[config.mk]
export PLATFORM = sky130hd
export DESIGN_NAME = bram_access_arbiter
export DESIGN_NICKNAME = d
export VERILOG_FILES = /design/src/rtl/bram_arb_pkg.sv /design/src/rtl/rr_arb2.sv /design/src/rtl/bram_access_arbiter.sv
export SDC_FILE = /design/constraint.sdc
export NUM_CORES = 1
export LEC_CHECK = 0
export ABC_CLOCK_PERIOD_IN_PS = 2140
export BUFFER_PORTS_ARGS = -buffer_cell sky130_fd_sc_hd__buf_2
export CAP_MARGIN = 30
export CORE_MARGIN = 2
export CORE_UTILIZATION = 49
export DETAILED_ROUTE_END_ITERATION = 10
export PLACE_DENSITY = 0.89
export SKIP_CTS_REPAIR_TIMING = 1
export SLEW_MARGIN = 0
export SYNTH_ARGS = -nofsm -noshare
export SYNTH_HDL_FRONTEND = slang
export SYNTH_SLANG_ARGS = --single-unit
[constraint.sdc]
create_clock -name CLK -period 2.14 [get_ports CLK]
set_input_delay 0.214 -clock CLK [delete_from_list [all_inputs] [get_ports CLK]]
set_output_delay 0.214 -clock CLK [all_outputs]
set_load 0.02 [all_outputs]
[src/rtl/bram_arb_pkg.sv]
// Shared constants for the single-port BRAM access arbiter.
package bram_arb_pkg;

    localparam int ADDR_W_DEF = 9;
    localparam int DATA_W_DEF = 32;
    localparam int RD_LAT_DEF = 1;

    // Requester IDs; they also index the per-requester packed arrays.
    localparam logic REQ_A = 1'b0;
    localparam logic REQ_B = 1'b1;

    // The requester that did not win last time.
    function automatic logic other_id(input logic id);
        return ~id;
    endfunction

endpackage

[src/rtl/rr_arb2.sv]
// Two-way round-robin picker: a lone eligible requester wins outright,
// a tie goes to whichever side did not win last.
module rr_arb2
    import bram_arb_pkg::*;
(
    input  logic elig_a,
    input  logic elig_b,
    input  logic last_winner,
    output logic win_valid,
    output logic win_id
);

    // Pick the winner for this cycle.
    always_comb begin
        win_valid = elig_a | elig_b;
        win_id    = REQ_A;
        if (elig_a && elig_b) begin
            win_id = other_id(last_winner);
        end else if (elig_b) begin
            win_id = REQ_B;
        end
    end

endmodule

[src/rtl/bram_access_arbiter.sv]
// Shares one single-port BRAM between requesters A and B. One access is
// issued per cycle from registers; read data is returned to the issuing
// side, tagged through a pipeline of depth RD_LAT. bram_dout is sampled
// on the RD_LAT-th clock edge after the edge that drives bram_en high.
module bram_access_arbiter
    import bram_arb_pkg::*;
#(
    parameter int ADDR_W = ADDR_W_DEF,
    parameter int DATA_W = DATA_W_DEF,
    parameter int RD_LAT = RD_LAT_DEF
) (
    input  logic              CLK,
    input  logic              RSTN,
    input  logic              a_req,
    input  logic              a_we,
    input  logic [ADDR_W-1:0] a_addr,
    input  logic [DATA_W-1:0] a_wdata,
    output logic              a_gnt,
    output logic              a_rvalid,
    output logic [DATA_W-1:0] a_rdata,
    input  logic              b_req,
    input  logic              b_we,
    input  logic [ADDR_W-1:0] b_addr,
    input  logic [DATA_W-1:0] b_wdata,
    output logic              b_gnt,
    output logic              b_rvalid,
    output logic [DATA_W-1:0] b_rdata,
    output logic              bram_en,
    output logic              bram_we,
    output logic [ADDR_W-1:0] bram_addr,
    output logic [DATA_W-1:0] bram_din,
    input  logic [DATA_W-1:0] bram_dout
);

    // Per-requester views, indexed by REQ_A / REQ_B.
    logic [1:0]             req_v;
    logic [1:0]             we_v;
    logic [1:0][ADDR_W-1:0] addr_v;
    logic [1:0][DATA_W-1:0] wdata_v;
    logic [1:0]             gnt_q;
    logic [1:0]             elig;

    logic win_valid;
    logic win_id;
    logic last_winner;

    // Read-tag pipeline: stage 0 lines up with the cycle bram_en is high.
    logic [RD_LAT-1:0] vld_pipe;
    logic [RD_LAT-1:0] tag_pipe;
    logic              rd_hit;
    logic              rd_tag;

    assign req_v   = {b_req, a_req};
    assign we_v    = {b_we, a_we};
    assign addr_v  = {b_addr, a_addr};
    assign wdata_v = {b_wdata, a_wdata};

    // A req still high while its gnt is showing is the stale copy of the
    // request just served, so it is masked for one cycle.
    assign elig = req_v & ~gnt_q;

    rr_arb2 u_rr (
        .elig_a      (elig[REQ_A]),
        .elig_b      (elig[REQ_B]),
        .last_winner (last_winner),
        .win_valid   (win_valid),
        .win_id      (win_id)
    );

    assign a_gnt = gnt_q[REQ_A];
    assign b_gnt = gnt_q[REQ_B];

    // Command registers: grant pulse and BRAM pins for the winner.
    // Address and data hold when nothing is issued.
    always_ff @(posedge CLK or negedge RSTN) begin
        if (!RSTN) begin
            gnt_q       <= '0;
            bram_en     <= 1'b0;
            bram_we     <= 1'b0;
            bram_addr   <= '0;
            bram_din    <= '0;
            last_winner <= REQ_B;
        end else begin
            gnt_q   <= '0;
            bram_en <= win_valid;
            bram_we <= win_valid & we_v[win_id];
            if (win_valid) begin
                gnt_q[win_id] <= 1'b1;
                bram_addr     <= addr_v[win_id];
                bram_din      <= wdata_v[win_id];
                last_winner   <= win_id;
            end
        end
    end

    // Shift the requester tag of each issued read towards the return point.
    always_ff @(posedge CLK or negedge RSTN) begin
        if (!RSTN) begin
            vld_pipe <= '0;
            tag_pipe <= '0;
        end else begin
            vld_pipe[0] <= win_valid & ~we_v[win_id];
            tag_pipe[0] <= win_id;
            for (int i = 1; i < RD_LAT; i++) begin
                vld_pipe[i] <= vld_pipe[i-1];
                tag_pipe[i] <= tag_pipe[i-1];
            end
        end
    end

    assign rd_hit = vld_pipe[RD_LAT-1];
    assign rd_tag = tag_pipe[RD_LAT-1];

    // Steer returning read data to the tagged side; the other side holds.
    always_ff @(posedge CLK or negedge RSTN) begin
        if (!RSTN) begin
            a_rvalid <= 1'b0;
            b_rvalid <= 1'b0;
            a_rdata  <= '0;
            b_rdata  <= '0;
        end else begin
            a_rvalid <= rd_hit & (rd_tag == REQ_A);
            b_rvalid <= rd_hit & (rd_tag == REQ_B);
            if (rd_hit && rd_tag == REQ_A) a_rdata <= bram_dout;
            if (rd_hit && rd_tag == REQ_B) b_rdata <= bram_dout;
        end
    end

endmodule

Word level (Yosys, flattened, before mapping) --
Cells that the tools add are included.
Operators by class: reductions and logical operators 4, multiplexer cells 11, $lt $le $gt $ge 2, bitwise operators 10
Operators with widths (count):
- $mux W32 | 2
- $mux W9 | 2
- $mux W1 | 5
- $and A1 B1 Y1 | 4
- $logic_and A1 B1 Y1 | 4
- $not A1 Y1 | 3
- $and A2 B2 Y2 | 1
- $lt A1 B2 Y1 const B | 1
- $mux W2 | 1
- $not A2 Y2 | 1
- $demux W1 S1 | 1
- $ge A1 B1 Y1 const B | 1
- $or A1 B1 Y1 | 1
Word-level totals: bits of input ports 120, output and inout bits 111, word-level logic and storage cells 39, register bits 114

Logic depth before layout (Yosys ltp) --
Gate-level depths: netlist (run 1).
word-level depth 9, gate-level depth with buffers 6, gate-level depth less buffers 3

By module --
A second synthesis (run 1) with hierarchy kept.
Unflattened totals: cell total of the unflattened synthesis 336, area total of the unflattened synthesis 4748.3 sq um
Modules (own cells, without submodules):
- bram_access_arbiter | sequential area each 2854.0 sq um, instances 1, area an instance 4734.5 sq um, cells each 334
- rr_arb2 | sequential area each 0.0 sq um, instances 1, area an instance 13.8 sq um, cells each 2

Worst setup path before layout (run 1) --
Ideal clock, no wire load.
path type register to register, start reg gnt_q[1], end reg bram_din[10], required time 2.014 ns, cell stages (with the launch flop) 6, slack 0.684 ns, data arrival time 1.330 ns, period minus slack after synthesis 1.456 ns, path buffers 2, setup time 0.126 ns, path through dfrtp_1 > nand2b_4 > o21a_1 > buf_6 > buf_6 > a221o_1
On the way: cells in the longest elaborated chain, start to end 6, elaborated cells on any way between the ends 8, those cells by class mux: 4; bitwise: 3; reduce/logical: 1
Ends and longest elaborated chain:
- start: declaration | RTL line bram_access_arbiter.sv:40 | logic [1:0] gnt_q;
- start signal: assignment | RTL line bram_access_arbiter.sv:77 | gnt_q <= '0;
- start signal: assignment | RTL line bram_access_arbiter.sv:84 | gnt_q <= '0;
- start signal: indexed assignment | RTL line bram_access_arbiter.sv:88 | gnt_q[win_id] <= 1'b1;
- $not A2 Y2 (*) | RTL line bram_access_arbiter.sv:60 | assign elig = req_v & ~gnt_q;
- $and A2 B2 Y2 (*) | RTL line bram_access_arbiter.sv:60
- $mux W1 / $logic_and A1 B1 Y1 (equally long branches) | RTL line rr_arb2.sv:19, rr_arb2.sv:17
- $mux W1 | RTL line rr_arb2.sv:17 | if (elig_a && elig_b) begin
- $mux W32 (implied by the code) (2 in series) | RTL line bram_access_arbiter.sv:90 | bram_din <= wdata_v[win_id];
- end signal: assignment | RTL line bram_access_arbiter.sv:90
- end: declaration | RTL line bram_access_arbiter.sv:31 | output logic [DATA_W-1:0] bram_din,
Mark *: on every way between the ends. The rest lies on a longest branch, timed or not. The select of a mux whose other input is x is not followed. A chain may end at the register's enable or synchronous reset.

Final worst setup path (run 1) --
start reg gnt_q[0], end reg bram_din[13]
On the way: cells in the longest elaborated chain, start to end 6, elaborated cells on any way between the ends 7, those cells by class mux: 3; bitwise: 3; reduce/logical: 1
Ends and longest elaborated chain (RTL line):
- $not A2 Y2 (*) | bram_access_arbiter.sv:60
- $and A2 B2 Y2 (*) | bram_access_arbiter.sv:60
- $logic_and A1 B1 Y1 | rr_arb2.sv:17
- $mux W1 | rr_arb2.sv:17
- $mux W32 (implied by the code) (2 in series) | bram_access_arbiter.sv:90
Marked as above.

==> results of run 1 <==
metal layers:
| layer | track usage [%] | vias up | wire, µm |
|---|---|---|---|
| met4 | 7.798 | 0 | 617 |
| met5 | 0 | - | 0 |
| li1 | - | 1839 | - |
| met1 | 28.93 | 2099 | 6009 |
| met2 | 39.28 | 293 | 7941 |
| met3 | 6.935 | 50 | 1429 |
logic make-up after synthesis:
kind of cell / count (synthesis) / synth area share [%]
multiplexers: 65 / 15.91
AND/OR/NAND/NOR: 48 / 7.902
flip-flops: 114 / 62.15
AO/OA/AOI/OAI: 47 / 10.08
buffers and inverters: 28 / 3.951
worst max-delay path: stages (launching register included):
cell	delay [ns]
dfrtp_1	0.42
nor2b_4	0.20
buf_4	0.43
nor3b_1	0.15
a221o_1	0.32
final timing paths:
kind	cells after the start	start	endpoint	slack (ns)
setup / recovery	4	gnt_q[0]	bram_din[13]	0.47
min in group asynchronous	2	RSTN	a_rdata[13]	0.24
setup reg to reg	4	gnt_q[0]	bram_din[13]	0.47
hold / removal	3	b_req	gnt_q[1]	0.04
hold reg to reg	1	a_rdata[23]	a_rdata[23]	0.49
max in group asynchronous	3	RSTN	bram_din[21]	1.22
registers in the layout, summed over array words and instances (netlist names):
register	cells
a_rdata	32
b_rdata	32
bram_din	32
bram_addr	9
gnt_q	2
a_rvalid	1
b_rvalid	1
bram_en	1
bram_we	1
last_winner	1
rd_hit	1
rd_tag	1
power by group:
group          switching, µW  internal, µW  total (µW)  leakage (µW)
registers                395          2810        3210       0.00136
logic                   1670          1170        2840       0.00199
clock network            997          2120        3120      0.000310
total                   3060          6100        9160       0.00366
synth_stat cells:
cell,n
dfrtp_1,113
mux2_1,61
a221o_1,41
nor3b_1,41
buf_2,16
buf_6,6
buf_4,3
mux2_2,3
inv_1,2
nor2b_1,2
a211oi_1,1
a21boi_1,1
a21oi_1,1
a21oi_4,1
a22o_1,1
clkbuf_1,1
dfstp_2,1
mux2i_1,1
nand2_1,1
nand2b_4,1
nand3b_1,1
nor2_1,1
nor2b_4,1
o21a_1,1
metrics by stage:
step                setup slack (ns)  hold WS, ns  area [µm²]
CTS                           0.5341      -0.3358        6477
detailed placement            0.5557       0.1968        5828
global route                  0.3987      0.01620        7651
floorplan                     0.6840     -0.08159        4592
finish                        0.4672      0.03707        7651
global placement              0.4400       0.1806        5801
final cells by class:
cell class | count | area [µm²] | area share (%)
diodes | 1 | 2.502 | 0.03271
clock buffers | 17 | 414.1 | 5.413
inverters | 2 | 7.507 | 0.09812
repair buffers | 357 | 2432 | 31.79
multi-input cells | 160 | 1567 | 20.47
flip-flops and latches | 114 | 2854 | 37.30
clock inverters | 14 | 235.2 | 3.074
well taps | 111 | 138.9 | 1.815
==> metrics.md, run 1 <==
| Metric | Value |
|---|---|
| Most common cell after layout, fill and taps aside | `buf_2` |
| Initial Util | `between 50% and 60%` |
| Layout net count | `772` |
| Endpoint kind of the worst setup timing path | `flop` |
| Number of top-level pins | `231` |
| Post-Layout Cell Count | `around 780` |
| Synthesized instance count | `302` |
| Share of Yosys cell area claimed by the top area cell type | `just over 60%` |
| Number of warnings issued by yosys | `0` |
| Post-route DRC violation count | `0` |
| Clk pin slew, worst setup/hold paths | `roughly 0.060 ns` |
| CTS tree | `built` |
| Most frequent cells in the layout | `229 x buf_2, 117 x dlygate4sd3_1, 113 x dfrtp_1` |
| Rows | `35` |
| FMAX | `about 600 MHz` |
| Detailed-routing iteration count for the pre-antenna-repair pass | `4` |
| Peak supply drop | `0.6509 mV` |
| DR vias | `between 4000 and 5000` |
| Post-synthesis cell type with the largest combined area | `dfrtp_1` |
| Global-route congestion overflow total | `0` |
| Setup Skew | `0.01148 ns` |
| Source-to-sink clock delay at the later pin of the worst-skew pair | `0.49 ns` |
| Routed length per instance | `20.62 µm` |
| Vias in the first global route | `between 3000 and 4000` |
| Synthesized Nets | `422` |
| Via count normalized by instance count | `5.517` |
| Path type of the worst min-delay path | `in -> reg` |
| Data arrival time of the worst path | `2.03 ns` |
| Largest net degree at the start of global routing | `slightly above 50` |
| Share of final-layout standard cells stronger than drive strength 1 | `42.17%` |
| Die height | `100.8 µm` |
| Core Area | `9153 µm²` |
| Area grow syn2layout | `66.62%` |
| Flip-flop and latch count after synthesis | `114` |
| Setup Crit Path Kind | `reg -> reg` |
| Antenna-violating nets left | `0` |
| Die area | `between 10000 and 15000 µm²` |
| Syn avg cell area | `15.20 µm²` |
| Setup TNS Final | `0 ns` |
| Root buffer selected by CTS | `clkbuf_8` |
| Final setup fails | `0` |
| Worst slew margin | `approximately two thirds` |
| Final Wtd Congestion | `0.7879` |
| Worst EP required | `about 2.5 ns` |
| P per Cell Area | `around 1200 nW/µm²` |
| Number of hold-slack violations in the final timing report | `0` |
| Utilization after layout | `83.60%` |
| Wire length of the first global-routing pass | `around 18000 µm` |
| Slew Viols, Final | `0` |
| Setup repair after global routing missed its margin | `no` |
| Top cells by area in the synthesized netlist | `dfrtp_1 62%, mux2_1 15%, a221o_1 8.9%` |
| Number of H-tree levels | `4` |
| Max Buffers Root-to-Sink | `2` |
| Part of the cycle the worst path needs | `between 70% and 80%` |
| Number of unique standard cell types used by synthesis | `24` |
| Actual slew at the worst max-slew pin | `0.4713 ns` |
| Die boundary width | `100.8 µm` |
| Total power after layout | `approximately 9200 µW` |
| Instance count after placement with tap cells included | `~630` |
| Static Leak | `0.003664 µW` |
| Number of antenna violations at the first check in global routing | `1` |
| Total routed wirelength | `16000 µm` |
| Minimum period implied by the final worst setup slack | `1.673 ns` |
| Number of clock buffers inserted by TritonCTS | `17` |
| Detailed router's first-iteration violation count | `157` |
| Type of element launching the critical path | `flop` |
| Clock Sinks | `114` |
| Maximum fanout encountered on the critical timing path | `42` |
| Half-perimeter wire length of the detailed placement result | `8347 µm` |
| Input/output buffers | `230` |
| Max-capacitance violation count | `0` |
| Cell Area, Synth | `4592 µm²` |
| Layout fillers | `427` |
| Global routing usage summed across all routing layers | `23.37%` |
| Result of the run | `finished, final reports clean` |
| Fraction of the yosys area taken by sequential cells | `approximately 62%` |
(Power assumes the default switching activity.)
==> inputs of run 2 (changes only) <==
Settings changed: ABC_CLOCK_PERIOD_IN_PS 2140 to 1500, CORE_UTILIZATION 49 to 41, PLACE_DENSITY 0.89 to 0.8.
Clock period 2.14 ns to 1.5 ns, I/O delays scaled along.
==> run 2 against run 1 <==
Flip-flop and latch count stayed put. Register-to-register slack worse by 0.44 ns. Final cell count rose by 3.1%. Largest power group unchanged. Highest routed layer unchanged.
==> metrics.md, run 2 (synthesized netlist as in run 1, its figures left out) <==
| Metric | Value |
|---|---|
| Core Area | `10890 µm² (was 9153 µm²)` |
| Minimum period implied by the final worst setup slack | `1.470 ns (was 1.673 ns)` |
| Vias in the first global route | `3640 (was 3697)` |
| Pre-CTS setup slack | `0.06057 ns (was 0.5557 ns)` |
| Number of antenna violations at the first check in global routing | `0 (was 1)` |
| Largest registers ranked by flip-flop count | `a_rdata: 32 flops, b_rdata: 32 flops, bram_din: 32 flops (unchanged)` |
| Antenna-violating nets left | `0 (unchanged)` |
| Data arrival time of the worst path | `1.83 ns (was 2.03 ns)` |
| Global-route congestion overflow total | `0 (unchanged)` |
| Path type of the worst min-delay path | `in -> reg (unchanged)` |
| Wire length of the first global-routing pass | `17490 µm (was 18330 µm)` |
| Source of the worst register-to-register timing path | `gnt_q[1] (was gnt_q[0])` |
| Die boundary width | `109.8 µm (was 100.8 µm)` |
| Layout net count | `772 (unchanged)` |
| Result of the run | `finished, final reports clean (unchanged)` |
| Layout Cell Area excl Fill | `7606 µm² (was 7651 µm²)` |
| Initial Util | `42.17% (was 50.17%)` |
| Actual slew at the worst max-slew pin | `0.5870 ns (was 0.4713 ns)` |
| Setup Skew | `0.01259 ns (was 0.01148 ns)` |
| Share of final-layout standard cells stronger than drive strength 1 | `41.52% (was 42.17%)` |
| Half-perimeter wire length of the detailed placement result | `8188 µm (was 8347 µm)` |
| Number of hold-slack violations in the final timing report | `0 (unchanged)` |
| Crit path capture | `bram_din[5] (was bram_din[13])` |
| Static Leak | `0.003629 µW (was 0.003664 µW)` |
| Global routing usage summed across all routing layers | `19.07% (was 23.37%)` |
| Die area | `12060 µm² (was 10160 µm²)` |
| Final setup fails | `0 (unchanged)` |
| Antenna fix cells | `0 (was 1)` |
| DR vias | `4190 (was 4281)` |
| Part of the cycle the worst path needs | `98.03% (was 78.17%)` |
| Detailed router's first-iteration violation count | `305 (was 157)` |
| Max Buffers Root-to-Sink | `2 (unchanged)` |
| Number of H-tree levels | `4 (unchanged)` |
| Critical R2R Capture | `bram_din[5] (was bram_din[13])` |
| Worst EP required | `1.86 ns (was 2.50 ns)` |
| Endpoint kind of the worst setup timing path | `flop (unchanged)` |
| Die height | `109.8 µm (was 100.8 µm)` |
| Input/output buffers | `230 (unchanged)` |
| Worst slew margin | `60.86% (was 68.51%)` |
| Area grow syn2layout | `65.64% (was 66.62%)` |
| Total power after layout | `12060 µW (was 9163 µW)` |
| Setup Crit Path Kind | `reg -> reg (unchanged)` |
| Critical path origin | `gnt_q[1] (was gnt_q[0])` |
| Rows | `38 (was 35)` |
| Slew Viols, Final | `0 (unchanged)` |
| Number of clock buffers inserted by TritonCTS | `17 (unchanged)` |
| Max-capacitance violation count | `0 (unchanged)` |
| Source-to-sink clock delay at the later pin of the worst-skew pair | `0.50 ns (was 0.49 ns)` |
| Root buffer selected by CTS | `clkbuf_8 (unchanged)` |
| Routed length per instance | `19.03 µm (was 20.62 µm)` |
| Total routed wirelength | `15230 µm (was 16000 µm)` |
| Number of top-level pins | `231 (unchanged)` |
| CTS tree | `built (unchanged)` |
| Startpoint of the most critical hold path | `a_req (was b_req)` |
| Setup ws final | `0.02960 ns (was 0.4672 ns)` |
| Instance area after placement | `5897 µm² (was 5828 µm²)` |
| Detailed-routing iteration count for the pre-antenna-repair pass | `5 (was 4)` |
| FMAX | `680.1 MHz (was 597.8 MHz)` |
| Type of element launching the critical path | `flop (unchanged)` |
| Worst-case register-to-register setup slack | `0.03 ns (was 0.47 ns)` |
| Clk pin slew, worst setup/hold paths | `0.05 ns (was 0.06 ns)` |
| Post-route DRC violation count | `0 (unchanged)` |
| Via count normalized by instance count | `5.238 (was 5.517)` |
| Largest net degree at the start of global routing | `113 (was 51)` |
| Layout fillers | `649 (was 427)` |
| Most common cell after layout, fill and taps aside | `buf_2 (unchanged)` |
| P per Cell Area | `1585 nW/µm² (was 1198 nW/µm²)` |
| Hold Crit Depth | `4 (was 3)` |
| Peak supply drop | `1.092 mV (was 0.6509 mV)` |
| Maximum fanout encountered on the critical timing path | `43 (was 42)` |
| Worst-case reg-to-reg path depth | `4 (unchanged)` |
| Most frequent cells in the layout | `229 x buf_2, 119 x dlygate4sd3_1, 113 x dfrtp_1 (was 229 x buf_2, 117 x dlygate4sd3_1, 113 x dfrtp_1)` |
| Final Wtd Congestion | `0.7771 (was 0.7879)` |
| Clock Sinks | `114 (unchanged)` |
-- run 2: changes by cell type in the layout (fill, tap and decap cells not counted), moves of 2 or more --
| cell | change |
|---|---|
| buf_4 | -7 |
| clkbuf_8 | +5 |
| dlygate4sd3_1 | +2 |
| buf_12 | +5 |
| inv_6 | -2 |
| bufinv_16 | -6 |
| clkinvlp_4 | -2 |
-- run 2: worst min path at each step --
stage                        to  slack, ns
floorplan            a_rdata[0]      -0.15
global placement    a_rdata[16]      -0.05
detailed placement  b_rdata[16]      -0.05
CTS                 b_rdata[16]      -0.58
global route             rd_hit       0.13
finish                   rd_hit       0.07
-- run 2: layout make-up --
type / count / area [µm²] / share of cell area [%]
clock buffer: 22 / 483.0 / 6.350
timing repair buffer: 357 / 2484 / 32.65
tap: 140 / 175.2 / 2.303
clock inverter: 5 / 31.28 / 0.4113
inverter: 2 / 7.507 / 0.09870
sequential: 114 / 2854 / 37.52
multi-input combinational: 160 / 1572 / 20.66
-- run 2: where the power goes --
group          leakage [µW]  switching [µW]  internal [µW]
Combinational       0.00201            2370           1690
Clock              0.000256            1280           2190
Sequential          0.00136             516           4010
Total               0.00363            4160           7900
-- run 2: layer usage --
metal / vias to the layer above / global-route usage (%) / wire length [µm]
met5: - / 0 / 0
met4: 0 / 7.595 / 342
met3: 38 / 7.410 / 1589
met2: 265 / 31.99 / 7567
met1: 2046 / 21.80 / 5726
li1: 1841 / - / -
-- run 2: critical path, stage by stage (launching register included) --
cell and delay, ns:
dfrtp_1 0.42, nand2b_4 0.18, o21a_1 0.21, buf_12 0.19
a221o_1 0.33
-- run 2: stage by stage --
step	setup TNS, ns	hold slack, ns	utilization, %	std cells
2_1_floorplan	0	-0.1456	-	302
3_3_place_gp	0	-0.05355	54.16	654
3_5_place_dp	0	-0.05050	54.16	654
4_1_cts	0	-0.5833	58.88	681
5_1_grt	-0.004584	0.1315	69.86	800
6_report	0	0.06744	69.86	800
==> inputs of run 3 (changes only) <==
Settings changed: PLACE_DENSITY 0.8 to 0.73, TNS_END_PERCENT from default to 1.
==> run 3 against run 2 <==
Critical path depth did not move. Clock skew fell by 0.0058 ns. Sequential power fell by 0.9%. Largest cell class unchanged. Highest routed layer unchanged. Hold slack got worse by 0.0014 ns. Power rose by 3.8%.
==> metrics.md, run 3 (synthesized netlist as in run 1, its figures left out) <==
| Metric | Value |
|---|---|
| Number of hold-slack violations in the final timing report | `0 (unchanged)` |
| Worst slew margin | `78.87% (was 60.86%)` |
| Wire length of the first global-routing pass | `16620 µm (was 17490 µm)` |
| Switching power | `4115 µW (was 4160 µW)` |
| Number of H-tree levels | `4 (unchanged)` |
| Master of the slowest instance on the critical path | `dfrtp_1 (unchanged)` |
| Share of final-layout standard cells stronger than drive strength 1 | `41.69% (was 41.52%)` |
| Switching portion of total power | `32.89% (was 34.50%)` |
| Detailed-routing iteration count for the pre-antenna-repair pass | `4 (was 5)` |
| Maximum fanout encountered on the critical timing path | `44 (was 43)` |
| Internal cell power | `8397 µW (was 7898 µW)` |
| Area grow syn2layout | `67.71% (was 65.64%)` |
| Die boundary width | `109.8 µm (unchanged)` |
| Worst-case reg-to-reg path depth | `4 (unchanged)` |
| Sequential share of power | `35.9% (was 37.6%)` |
| Vias in the first global route | `3417 (was 3640)` |
| Delay of the slowest cell on the worst path | `0.41 ns (was 0.42 ns)` |
| Hold Crit Depth | `4 (unchanged)` |
| Source of the worst register-to-register timing path | `gnt_q[0] (was gnt_q[1])` |
| Met3 GRT Util | `7.469% (was 7.410%)` |
| Total power after layout | `12510 µW (was 12060 µW)` |
| Setup ws final | `0.04858 ns (was 0.02960 ns)` |
| CTS tree | `built (unchanged)` |
| Source-to-sink clock delay at the later pin of the worst-skew pair | `0.49 ns (was 0.50 ns)` |
| Minimum period implied by the final worst setup slack | `1.451 ns (was 1.470 ns)` |
| Antenna-violating nets left | `0 (unchanged)` |
| Part of the cycle the worst path needs | `96.76% (was 98.03%)` |
| Critical path origin | `gnt_q[0] (was gnt_q[1])` |
| Most frequent cells in the layout | `229 x buf_2, 118 x dlygate4sd3_1, 113 x dfrtp_1 (was 229 x buf_2, 119 x dlygate4sd3_1, 113 x dfrtp_1)` |
| Static Leak | `0.003660 µW (was 0.003629 µW)` |
| Register area | `2854 µm² (unchanged)` |
| Number of antenna violations at the first check in global routing | `1 (was 0)` |
| Peak supply drop | `1.042 mV (was 1.092 mV)` |
| FMAX | `689.0 MHz (was 680.1 MHz)` |
| Gate power share | `32.0% (was 33.7%)` |
| Clock Sinks | `114 (unchanged)` |
| Setup Crit Path Kind | `reg -> reg (unchanged)` |
| GR met1 Demand/Resource | `20.99% (was 21.80%)` |
| Pre-CTS setup slack | `0.07212 ns (was 0.06057 ns)` |
| Rows | `38 (unchanged)` |
| Startpoint of the most critical hold path | `a_req (unchanged)` |
| Path type of the worst min-delay path | `in -> reg (unchanged)` |
| Die area | `12060 µm² (unchanged)` |
| Initial Util | `42.17% (unchanged)` |
| Data arrival time of the worst path | `1.82 ns (was 1.83 ns)` |
| Sequence of cells on the critical path | `nor2b_4, a21oi_4, buf_12, a221o_1 (was nand2b_4, o21a_1, buf_12, a221o_1)` |
| Layout fillers | `669 (was 649)` |
| Detailed router's first-iteration violation count | `230 (was 305)` |
| Layout net count | `771 (was 772)` |
| Routed length per instance | `17.36 µm (was 19.03 µm)` |
| Combined buffer and inverter count along the critical path | `1 (unchanged)` |
| P per Cell Area | `1625 nW/µm² (was 1585 nW/µm²)` |
| Total routed wirelength | `13940 µm (was 15230 µm)` |
| Clk pin slew, worst setup/hold paths | `0.06 ns (was 0.05 ns)` |
| Setup Skew | `0.006826 ns (was 0.01259 ns)` |
| Slew Viols, Final | `0 (unchanged)` |
| Actual slew at the worst max-slew pin | `0.3170 ns (was 0.5870 ns)` |
| Largest net degree at the start of global routing | `48 (was 113)` |
| Die height | `109.8 µm (unchanged)` |
| Final Wtd Congestion | `0.7308 (was 0.7771)` |
| Most common cell after layout, fill and taps aside | `buf_2 (unchanged)` |
| Global-route congestion overflow total | `0 (unchanged)` |
| Largest registers ranked by flip-flop count | `a_rdata: 32 flops, b_rdata: 32 flops, bram_din: 32 flops (unchanged)` |
| Via count normalized by instance count | `5.064 (was 5.238)` |
| Met2 routing resource usage after global routing | `30.28% (was 31.99%)` |
| Endpoint kind of the worst setup timing path | `flop (unchanged)` |
| Portion of total power attributed to the clock network | `32.1% (was 28.7%)` |
| Max-capacitance violation count | `0 (unchanged)` |
| Max Buffers Root-to-Sink | `2 (unchanged)` |
| Global routing usage summed across all routing layers | `18.23% (was 19.07%)` |
| Input/output buffers | `230 (unchanged)` |
| GRT Max-Usage Layer | `met2 (unchanged)` |
| DR vias | `4066 (was 4190)` |
| Area used by multi-input combinational logic | `1567 µm² (was 1572 µm²)` |
| Number of cells on the critical path | `4 (unchanged)` |
| Number of top-level pins | `231 (unchanged)` |
| Type of element launching the critical path | `flop (unchanged)` |
| Number of clock buffers inserted by TritonCTS | `17 (unchanged)` |
| Half-perimeter wire length of the detailed placement result | `7903 µm (was 8188 µm)` |
| Core Area | `10890 µm² (unchanged)` |
| Post-route DRC violation count | `0 (unchanged)` |
| Crit-path leading delay family | `compound AO/OA/AOI/OAI gates (unchanged)` |
| Worst EP required | `1.87 ns (was 1.86 ns)` |
| Result of the run | `finished, final reports clean (unchanged)` |
| Final setup fails | `0 (unchanged)` |
| Root buffer selected by CTS | `clkbuf_8 (unchanged)` |
run 3: changes by cell type in the layout (fill, tap and decap cells not counted), sizes merged:
cell	before	now
clkinv	4	3
dlygate4sd3	119	118
bufinv	0	3
clkinvlp	1	2
diode	0	1
run 3: layer usage:
metal,wire [µm],vias to the layer above
li1,-,1848
met1,5666,1986
met2,6866,216
met3,1249,16
met4,157,0
met5,0,-
run 3: tightest hold or removal path, stage by stage:
cell and delay [ns]:
buf_2 0.09, nand3b_1 0.07, a21boi_1 0.14, a211oi_1 0.05
run 3: power groups by stage:
stage	Combinational, µW	Clock [µW]	Sequential (µW)
5_1_grt	4300	4240	4590
4_1_cts	3740	4100	4470
3_5_place_dp	3740	0	4500
3_3_place_gp	3660	0	4460
6_report	4010	4010	4490
2_1_floorplan	1100	0	5640
run 3: path summary, 6_finish.rpt:
kind / endpoint / slack [ns]
worst max-delay path: bram_din[15] / 0.05
worst min-delay path: rd_hit / 0.07
worst max register to register: bram_din[15] / 0.05
worst min register to register: a_rdata[27] / 0.48
max in group asynchronous: last_winner / 0.76
min in group asynchronous: b_rdata[8] / 0.13
run 3: final cells by class:
cell class	count	area share (%)
sequential	114	37.06
timing repair buffer	356	32.40
multi-input combinational	160	20.34
clock buffer	22	6.141
tap	140	2.275
clock inverter	8	1.657
inverter	2	0.09748
antenna	1	0.03249
run 3: through the flow:
stage | cell area, µm² | std cells | hold slack, ns | utilization [%] | TNS (ns)
after floorplan | 4592 | 302 | -0.1456 | - | 0
after global placement | 5917 | 654 | 0.07020 | 54.34 | 0
after detailed placement | 5917 | 654 | 0.07114 | 54.34 | 0
after CTS | 6518 | 684 | -0.4636 | 59.86 | 0
after global routing | 7701 | 803 | 0.06721 | 70.73 | -0.02288
final | 7701 | 803 | 0.06600 | 70.73 | 0
